**config.mk**
```make
export PLATFORM = sky130hd
export DESIGN_NAME = pipeline_run_controller
export DESIGN_NICKNAME = d
export VERILOG_FILES = /design/src/rtl/pipeline_run_controller.sv
export SDC_FILE = /design/constraint.sdc
export NUM_CORES = 1
export LEC_CHECK = 0
export CAP_MARGIN = 30
export CORE_MARGIN = 1
export CORE_UTILIZATION = 50
export CTS_BUF_LIST = sky130_fd_sc_hd__clkbuf_8
export DETAILED_ROUTE_END_ITERATION = 8
export PLACE_DENSITY = 0.79
export SLEW_MARGIN = 20
export SYNTH_ARGS = -nofsm -noshare
export SYNTH_HDL_FRONTEND = slang
export SYNTH_SLANG_ARGS = --single-unit
```
**constraint.sdc**
```tcl
create_clock -name CLK -period 3.2 [get_ports CLK]
set_input_delay 0.96 -clock CLK [delete_from_list [all_inputs] [get_ports CLK]]
set_output_delay 0.96 -clock CLK [all_outputs]
set_load 0.1 [all_outputs]
```
**src/rtl/pipeline_run_controller.sv**
```systemverilog
// Run controller for the pipelined MIPS core: holds the core in reset, runs it on command,
// counts RUN cycles and stops on halt, a stalled PC (end loop) or a cycle timeout.
module pipeline_run_controller #(
    parameter int unsigned RESET_CYCLES = 2,
    parameter int unsigned MAX_CYCLES   = 60,
    parameter int unsigned CYCLE_W      = 16,
    parameter int unsigned PC_W         = 32,
    parameter int unsigned STALL_LIMIT  = 8
) (
    input  logic               CLK,
    input  logic               RST,
    input  logic               start_i,
    input  logic               halt_i,
    input  logic               pc_valid_i,
    input  logic [PC_W-1:0]    pc_i,
    output logic               core_rst_o,
    output logic               running_o,
    output logic               done_o,
    output logic [1:0]         cause_o,
    output logic [CYCLE_W-1:0] cycle_count_o
);

    localparam int unsigned RST_W   = (RESET_CYCLES < 2) ? 1 : $clog2(RESET_CYCLES + 1);
    localparam int unsigned STALL_W = (STALL_LIMIT < 2) ? 1 : $clog2(STALL_LIMIT + 1);

    localparam logic [1:0] CAUSE_NONE    = 2'd0;
    localparam logic [1:0] CAUSE_HALT    = 2'd1;
    localparam logic [1:0] CAUSE_STALL   = 2'd2;
    localparam logic [1:0] CAUSE_TIMEOUT = 2'd3;

    // Elaboration-time guard: the cycle counter must never wrap.
    if (RESET_CYCLES == 0 || STALL_LIMIT == 0 || MAX_CYCLES == 0 ||
        (64'(MAX_CYCLES) >> CYCLE_W) != 64'd0) begin : g_param_err
        $error("pipeline_run_controller: illegal parameter combination");
    end

    typedef enum logic [1:0] {
        S_IDLE,
        S_RESET,
        S_RUN,
        S_DONE
    } state_e;

    state_e             state_q, state_d;
    logic [RST_W-1:0]   rst_cnt_q, rst_cnt_d;
    logic [CYCLE_W-1:0] cycle_q, cycle_d;
    logic [1:0]         cause_q, cause_d;
    logic [STALL_W-1:0] stall_q, stall_d;
    logic [PC_W-1:0]    last_pc_q, last_pc_d;
    logic               last_pc_valid_q, last_pc_valid_d;
    logic               core_rst_q, core_rst_d;
    logic               running_q, running_d;
    logic               done_q, done_d;

    logic               pc_same;
    logic [STALL_W-1:0] stall_inc;
    logic [CYCLE_W-1:0] cycle_inc;

    always_comb begin
        state_d         = state_q;
        rst_cnt_d       = rst_cnt_q;
        cycle_d         = cycle_q;
        cause_d         = cause_q;
        stall_d         = stall_q;
        last_pc_d       = last_pc_q;
        last_pc_valid_d = last_pc_valid_q;
        pc_same         = pc_valid_i && last_pc_valid_q && (pc_i == last_pc_q);
        stall_inc       = stall_q + STALL_W'(1);
        cycle_inc       = cycle_q + CYCLE_W'(1);

        unique case (state_q)
            S_IDLE: begin
                if (start_i) begin
                    state_d   = S_RESET;
                    rst_cnt_d = RST_W'(RESET_CYCLES);
                end
            end
            S_RESET: begin
                rst_cnt_d = rst_cnt_q - RST_W'(1);
                if (rst_cnt_q <= RST_W'(1)) begin
                    state_d         = S_RUN;
                    cycle_d         = '0;
                    cause_d         = CAUSE_NONE;
                    stall_d         = '0;
                    last_pc_valid_d = 1'b0;
                end
            end
            S_RUN: begin
                cycle_d = cycle_inc;
                // An invalid PC sample leaves both the reference and the stall count alone.
                if (pc_same) begin
                    stall_d = stall_inc;
                end else if (pc_valid_i) begin
                    stall_d         = '0;
                    last_pc_d       = pc_i;
                    last_pc_valid_d = 1'b1;
                end
                if (halt_i) begin
                    state_d = S_DONE;
                    cause_d = CAUSE_HALT;
                end else if (pc_same && stall_inc == STALL_W'(STALL_LIMIT)) begin
                    state_d = S_DONE;
                    cause_d = CAUSE_STALL;
                end else if (cycle_inc == CYCLE_W'(MAX_CYCLES)) begin
                    state_d = S_DONE;
                    cause_d = CAUSE_TIMEOUT;
                end
            end
            S_DONE: begin
                if (start_i) begin
                    state_d   = S_RESET;
                    rst_cnt_d = RST_W'(RESET_CYCLES);
                    cause_d   = CAUSE_NONE;
                end
            end
            default: state_d = S_IDLE;
        endcase

        // Status flags follow the next state so they are registered alongside it.
        core_rst_d = (state_d != S_RUN);
        running_d  = (state_d == S_RUN);
        done_d     = (state_d == S_DONE);
    end

    always_ff @(posedge CLK or posedge RST) begin
        if (RST) begin
            state_q         <= S_IDLE;
            rst_cnt_q       <= '0;
            cycle_q         <= '0;
            cause_q         <= CAUSE_NONE;
            stall_q         <= '0;
            last_pc_q       <= '0;
            last_pc_valid_q <= 1'b0;
            core_rst_q      <= 1'b1;
            running_q       <= 1'b0;
            done_q          <= 1'b0;
        end else begin
            state_q         <= state_d;
            rst_cnt_q       <= rst_cnt_d;
            cycle_q         <= cycle_d;
            cause_q         <= cause_d;
            stall_q         <= stall_d;
            last_pc_q       <= last_pc_d;
            last_pc_valid_q <= last_pc_valid_d;
            core_rst_q      <= core_rst_d;
            running_q       <= running_d;
            done_q          <= done_d;
        end
    end

    assign core_rst_o    = core_rst_q;
    assign running_o     = running_q;
    assign done_o        = done_q;
    assign cause_o       = cause_q;
    assign cycle_count_o = cycle_q;

endmodule

```
==> run_results.csv <==
group,metric,value,unit
route,drc,8,
worst_setup_path,crit-reg2reg-launch,"cycle_count_o[0]",
route,drtPass1Iterations,7,
worst_setup_path,criticalPathCategory,"input port to register",
clock_network,cts_setup_buffers,0,
timing,finalWorstSetupSlack,0.4420,ns
placement,post-place-ws,0.09983,ns
run,drv_cap,0,
cells_and_area,drive_gt1_share,14.77,%
yosys,synth.most_common_cell,"dfrtp_1",
placement,hpwl,5008,um
cells_and_area,diodes,0,
global_route,grt_pass1_wl,12080,um
pwr,p_sw_share,40.21,%
route,finalWirelength,7100,um
clock_network,hold_buffers,0,
pwr,power.share.clock,19.3,%
yosys,ys_ff_latch,62,
yosys,ys_seq_area_share,45.69,%
die,std_cell_rows,29,
pwr,leakagePower,1.813,nW
route,vias,2615,
clock_network,clk_pin_slew,0.07,ns
cells_and_area,area_growth,25.00,%
timing,finalSetupTns,0,ns
pwr,p_per_area,822.4,nW/um^2
worst_setup_path,path_max_fanout,24,
yosys,yosysTopAreaCellShare,44.92,%
yosys,syn_nets,362,
timing,finalHoldViolCount,0,
pwr,pwr-share-comb,44.0,%
clock_network,insertion_delay,0.33,ns
die,core_area,6459,um^2
yosys,yosys.cell_types.count,54,
run_status,status,"finished with violations",
yosys,yosysWarnings,0,
timing,finalSetupViolCount,0,
worst_setup_path,required,3.41,ns
global_route,grt-ovfl-total,0,
cells_and_area,fin_util,65.77,%
die,die_area,7130,um^2
cells_and_area,nNetsFinal,427,
worst_setup_path,reg2reg_to,"done_o",
worst_setup_path,worst_ep_arrival_time,2.97,ns
hold_path,hold_path_class,"register to register",
placement,portBuffers,57,
pwr,peakVddDrop,0.7824,mV
worst_setup_path,crit_top_cell,"nand4_1",
clock_network,cts-root-buf,"clkbuf_8",
worst_setup_path,end_kind,"register",
global_route,grt_max_degree,31,
worst_setup_path,ff2ff_setup_slack,0.54,ns
global_route,grt.total_usage,21.33,%
die,fp.dieW,84.44,um
timing,maxSlewHeadroom,55.02,%
timing,fin_crit_sh,86.19,%
yosys,yosys-top-cells-count,"61 x dfrtp_1, 28 x mux2_1, 27 x o21ai_0, 27 x xnor2_1, 16 x nor2_1",
global_route,antenna_found_initial,0,
worst_setup_path,crit_start,"pc_i[15]",
placement,gp_congestion,0.8697,
die,die_y,84.44,um
worst_setup_path,critPathLaunchType,"input port",
clock_network,cts_buffer_depth,2,
die,ios,58,
pwr,p_switching,0.001405,W
yosys,synthFlopType,"dfrtp_1",
pwr,seq_power_share,36.6,%
pwr,internal_power,0.002089,W
run_status,violations,"design-rule violations",
yosys,synth_edf_count,0,
timing,finClkSkew,0.01076,ns
clock_network,cts_repair_resize_count,0,
route,routed_via_density,5.648,
clock_network,cts_tree,"yes",
route,antenna_left,0,
global_route,grt_pass1_vias,2629,
timing,rsz0062_at_grt,"false",
yosys,yosysTopAreaCell,"dfrtp_1",
timing,worstMarginPinSlew,0.6730,ns
clock_network,numClockSinks,62,
worst_setup_path,slowest_stage,"clkdlybuf4s50_1",
yosys,async_flop_share,100.0,%
yosys,synth_area_leaders,"dfrtp_1 45%, mux2_1 9.3%, xnor2_1 7.0%",
route,drt-initial-drc-count,133,
yosys,syn_area,3398,um^2
clock_network,h-tree-depth,3,
worst_setup_path,slowest_delay,0.52,ns
worst_setup_path,path_cells,"clkdlybuf4s50_1 > xnor2_1 > nand4_1 > nor4_1 > nand4_1 > and3_1 > buf_12 > mux2_1",
yosys,avgSynthCellArea,10.75,um^2
timing,max_freq,0.3626,GHz
worst_setup_path,reg2reg_depth,8,
worst_setup_path,cp-endpoint,"last_pc_q[14]",
clock_network,cts_buffers,9,
timing,post-route-min-period,2.758,ns
die,start_util,52.62,%
timing,slew_viol_final,0,
yosys,syn_inst,316,
route,wl_per_cell,15.33,um
## how the worst min path moves through the flow
| stage | slack (ns) | depth (start not counted) | to | start |
|---|---|---|---|---|
| 3_3_place_gp | 0.49 | 1 | last_pc_q[31] | last_pc_q[31] |
| 6_report | 0.51 | 1 | last_pc_q[8] | last_pc_q[8] |
| 4_1_cts | 0.51 | 1 | stall_q[3] | stall_q[3] |
| 2_1_floorplan | 0.47 | 1 | stall_q[3] | stall_q[3] |
| 5_1_grt | 0.53 | 1 | stall_q[3] | stall_q[3] |
| 3_5_place_dp | 0.50 | 1 | last_pc_q[8] | last_pc_q[8] |
## layer usage
| metal | GRT usage (%) | up-vias | share of wire, % |
|---|---|---|---|
| met5 | 0 | - | 0 |
| met4 | 6.934 | 0 | 1.5 |
| met3 | 4.818 | 12 | 5.6 |
| met2 | 35.62 | 77 | 49 |
| met1 | 27.76 | 1263 | 44 |
| li1 | - | 1263 | - |
## final cells by class
cell class | count | area, um^2
fillers | 520 | 2211
multi-input cells | 231 | 1758
well taps | 77 | 96.34
inverters | 13 | 48.80
repair buffers | 64 | 595.6
clock inverters | 5 | 45.04
flip-flops and latches | 62 | 1553
clock buffers | 11 | 151.4
## kinds of logic after synthesis
family                     share of synthesized area (%)
xor gates and xnor gates                           9.536
buffers and inverters                              2.577
and+or+nand+nor                                    15.39
muxes                                              11.52
AOI/OAI and AO/OA                                  11.97
adders and majority gates                          3.314
DFF                                                45.69
## flip-flops by register name (all words and copies together) (netlist names)
register and flops:
cause_o 2, rst_cnt_q 2, done_o 1, running_o 1, cycle_count_o 16, state_q 2, last_pc_valid_q 1, core_rst_o 1
stall_q 4, last_pc_q 32
## critical path: cells and delay by family
family                    cells  cell delay (ns)
xor gates and xnor gates      1             0.13
and+or+nand+nor               4             0.83
buffers and inverters         2             0.69
muxes                         1             0.34
## layout by cell type (no fill, tap or decap), types with 10 or more instances in the layout
cell / instances
buf_4: 26
o21ai_0: 27
inv_1: 16
clkbuf_8: 11
dfrtp_1: 61
clkdlybuf4s50_1: 36
nor2_1: 16
xor2_1: 10
nand3_1: 11
mux2_1: 28
nand2_1: 13
xnor2_1: 27
## stage by stage
step / power, W / hold WS, ns / cells / instance area [um^2]
global placement: 0.002758 / 0.4877 / 447 / 4051
floorplan: 0.002435 / 0.4729 / 316 / 3398
detailed placement: 0.002824 / 0.4965 / 447 / 4051
global route: 0.003727 / 0.5274 / 463 / 4248
finish: 0.003493 / 0.5067 / 463 / 4248
CTS: 0.003524 / 0.5115 / 463 / 4248
## power by group through the flow
stage                     Sequential (W)  Combinational (W)  Clock [W]
after floorplan                  0.00154           0.000894          0
after global placement           0.00127            0.00149          0
after detailed placement         0.00129            0.00153          0
after CTS                        0.00128            0.00155   0.000692
after global routing             0.00132            0.00169   0.000726
final                            0.00128            0.00154   0.000676
Power figures use the tool's default switching activity.
==> patch, RTL diff (config.mk and constraints unchanged) <==
The 4 states of `state_e` get a Gray code encoding in 2 bits.
--- a/src/rtl/pipeline_run_controller.sv
+++ b/src/rtl/pipeline_run_controller.sv
@@ -35,10 +35,10 @@
     end
 
     typedef enum logic [1:0] {
-        S_IDLE,
-        S_RESET,
-        S_RUN,
-        S_DONE
+        S_IDLE  = 2'b00,
+        S_RESET = 2'b01,
+        S_RUN   = 2'b11,
+        S_DONE  = 2'b10
     } state_e;
 
     state_e             state_q, state_d;
Formal check against the unedited RTL: no difference found for any inputs over 10 cycles, from zero or initial values and one cycle with RST high; not proved beyond that.
==> patch against the original RTL <==
Global-route usage fell by 0.17 points. Worst setup slack got worse by 0.14 ns. Design area rose by 1.0%. Area after synthesis rose by 2.2%. Power rose by 3.6%. Wire length fell by 1.6%. Die area rose by 2.1%. Sequential cell count did not move. Critical path type unchanged. Largest cell class unchanged. Highest routed layer unchanged.
==> patch: results (changes against the original RTL) <==
status:
  outcome: "finished, final reports clean"
yosys:
  yosys-top-cells-count: "61 x dfrtp_1, 28 x mux2_4, 23 x o21ai_0"
  synthAdderAreaFrac: 0.0180  # -0.0151
  synth_seq_area_share: 0.447  # -0.00971
  syn_avg_cell_area_um2: 11.0  # +2.5%
  syn_nets: 357  # -1.4%
  synthXorXnorAreaFrac: 0.0883  # -0.00707
  muxShareOfSynthArea: 0.148  # +0.0332
  synth_compound_area_frac: 0.123  # +0.00358
  synthTopCellsByArea: "dfrtp_1 44%, mux2_4 12%, xnor2_1 4.5%"
  netlist-cell-type-count: 53  # -1.9%
final_layout:
  fillers: 547  # +5.2%
  multi_input_area_um2: 1810  # +2.7%
  drive_gt1_frac: 0.222  # +0.0740
  top_register: "last_pc_q"
  fin_nets: 417  # -2.3%
grt:
  grt_pass1_wl_um: 11800  # -2.0%
  grt_pass1_vias: 2519  # -4.2%
  grt_usage: 0.212  # -0.00166
  grt_max_degree: 63  # +100%
drt:
  drtPass1Iterations: 4  # -3
  dr_wl_met3_um: 368  # -8.0%
  drt-vias-per-instance: 5.79  # +2.5%
  wl_um: 6990  # -1.6%
  detail_route.iter0.violations: 149  # +12%
  highest_layer: "met4"
  dr_total_vias: 2658  # +1.6%
critical_path:
  crit_arrival_ns: 3.13  # +0.16 ns
  critPathMaxStageDelay_ns: 0.57  # +0.05 ns
  path_max_fanout: 9  # -63%
placement:
  place_area_um2: 4080  # +0.80%
  dpl_worst_slack_ns: -0.0813  # -0.181 ns
  placed_cells: 444  # -0.67%
power_and_ir_drop:
  irDropWorstVdd_mv: 0.448  # -43%
  p_leak_nw: 1.86  # +2.7%
clocking:
  htree_levels: 3  # unchanged
  clock_latency_ns: 0.35  # +0.02 ns
timing:
  slew_headroom: 0.582  # +0.0322
  finalClockSkew_ns: 0.00945  # -0.00131 ns
-- patch: cell types whose count changed in the layout (fill, tap and decap cells not counted), sizes merged, moves of 5 or more --
cell	before	now
xnor2	27	18
inv	17	8
xor2	10	17
o21ai	32	24
a31oi	3	8
nor4	6	11
-- patch: cell type report --
type / count / area share
clock inverter: 3 / 0.00991
tap: 80 / 0.0233
sequential: 62 / 0.362
timing repair buffer: 64 / 0.139
inverter: 8 / 0.00700
clock buffer: 12 / 0.0385
multi-input combinational: 230 / 0.421
-- patch: power by group --
part / leakage, nW / internal [mW] / total (mW) / switching (mW)
logic: 0.985 / 0.748 / 1.57 / 0.819
registers: 0.772 / 1.07 / 1.33 / 0.260
clock network: 0.104 / 0.418 / 0.720 / 0.303
-- patch: worst max-delay path, delay by kind of cell --
kind | cells | cell delay [ns]
simple gates | 3 | 0.94
buf+inv | 2 | 0.71
compound gates | 2 | 0.39
xor+xnor | 1 | 0.13
-- patch: path summary, 6_finish.rpt --
check                                      start               end  slack (ns)  cells after the start
worst min-delay path             last_pc_valid_q   last_pc_valid_q        0.49                      1
worst max-delay path                    pc_i[21]         running_o        0.30                      8
worst min register to register   last_pc_valid_q   last_pc_valid_q        0.49                      1
min in group asynchronous                    RST  cycle_count_o[4]        1.01                      3
max in group asynchronous                    RST        core_rst_o        1.88                      3
worst max register to register  cycle_count_o[5]         running_o        0.65                      6
-- patch: cell families after synthesis --
logic type,count (synthesis)
and+or+nand+nor,88
buffers and inverters,23
AOI/OAI and AO/OA,65
muxes,37
adders and majority gates,5
xor gates and xnor gates,35
DFF,62
-- patch: per-layer routing --
layer | track usage | vias to the layer above
met5 | 0 | -
met4 | 0.0879 | 0
met3 | 0.0623 | 11
met2 | 0.335 | 71
met1 | 0.273 | 1308
li1 | - | 1268
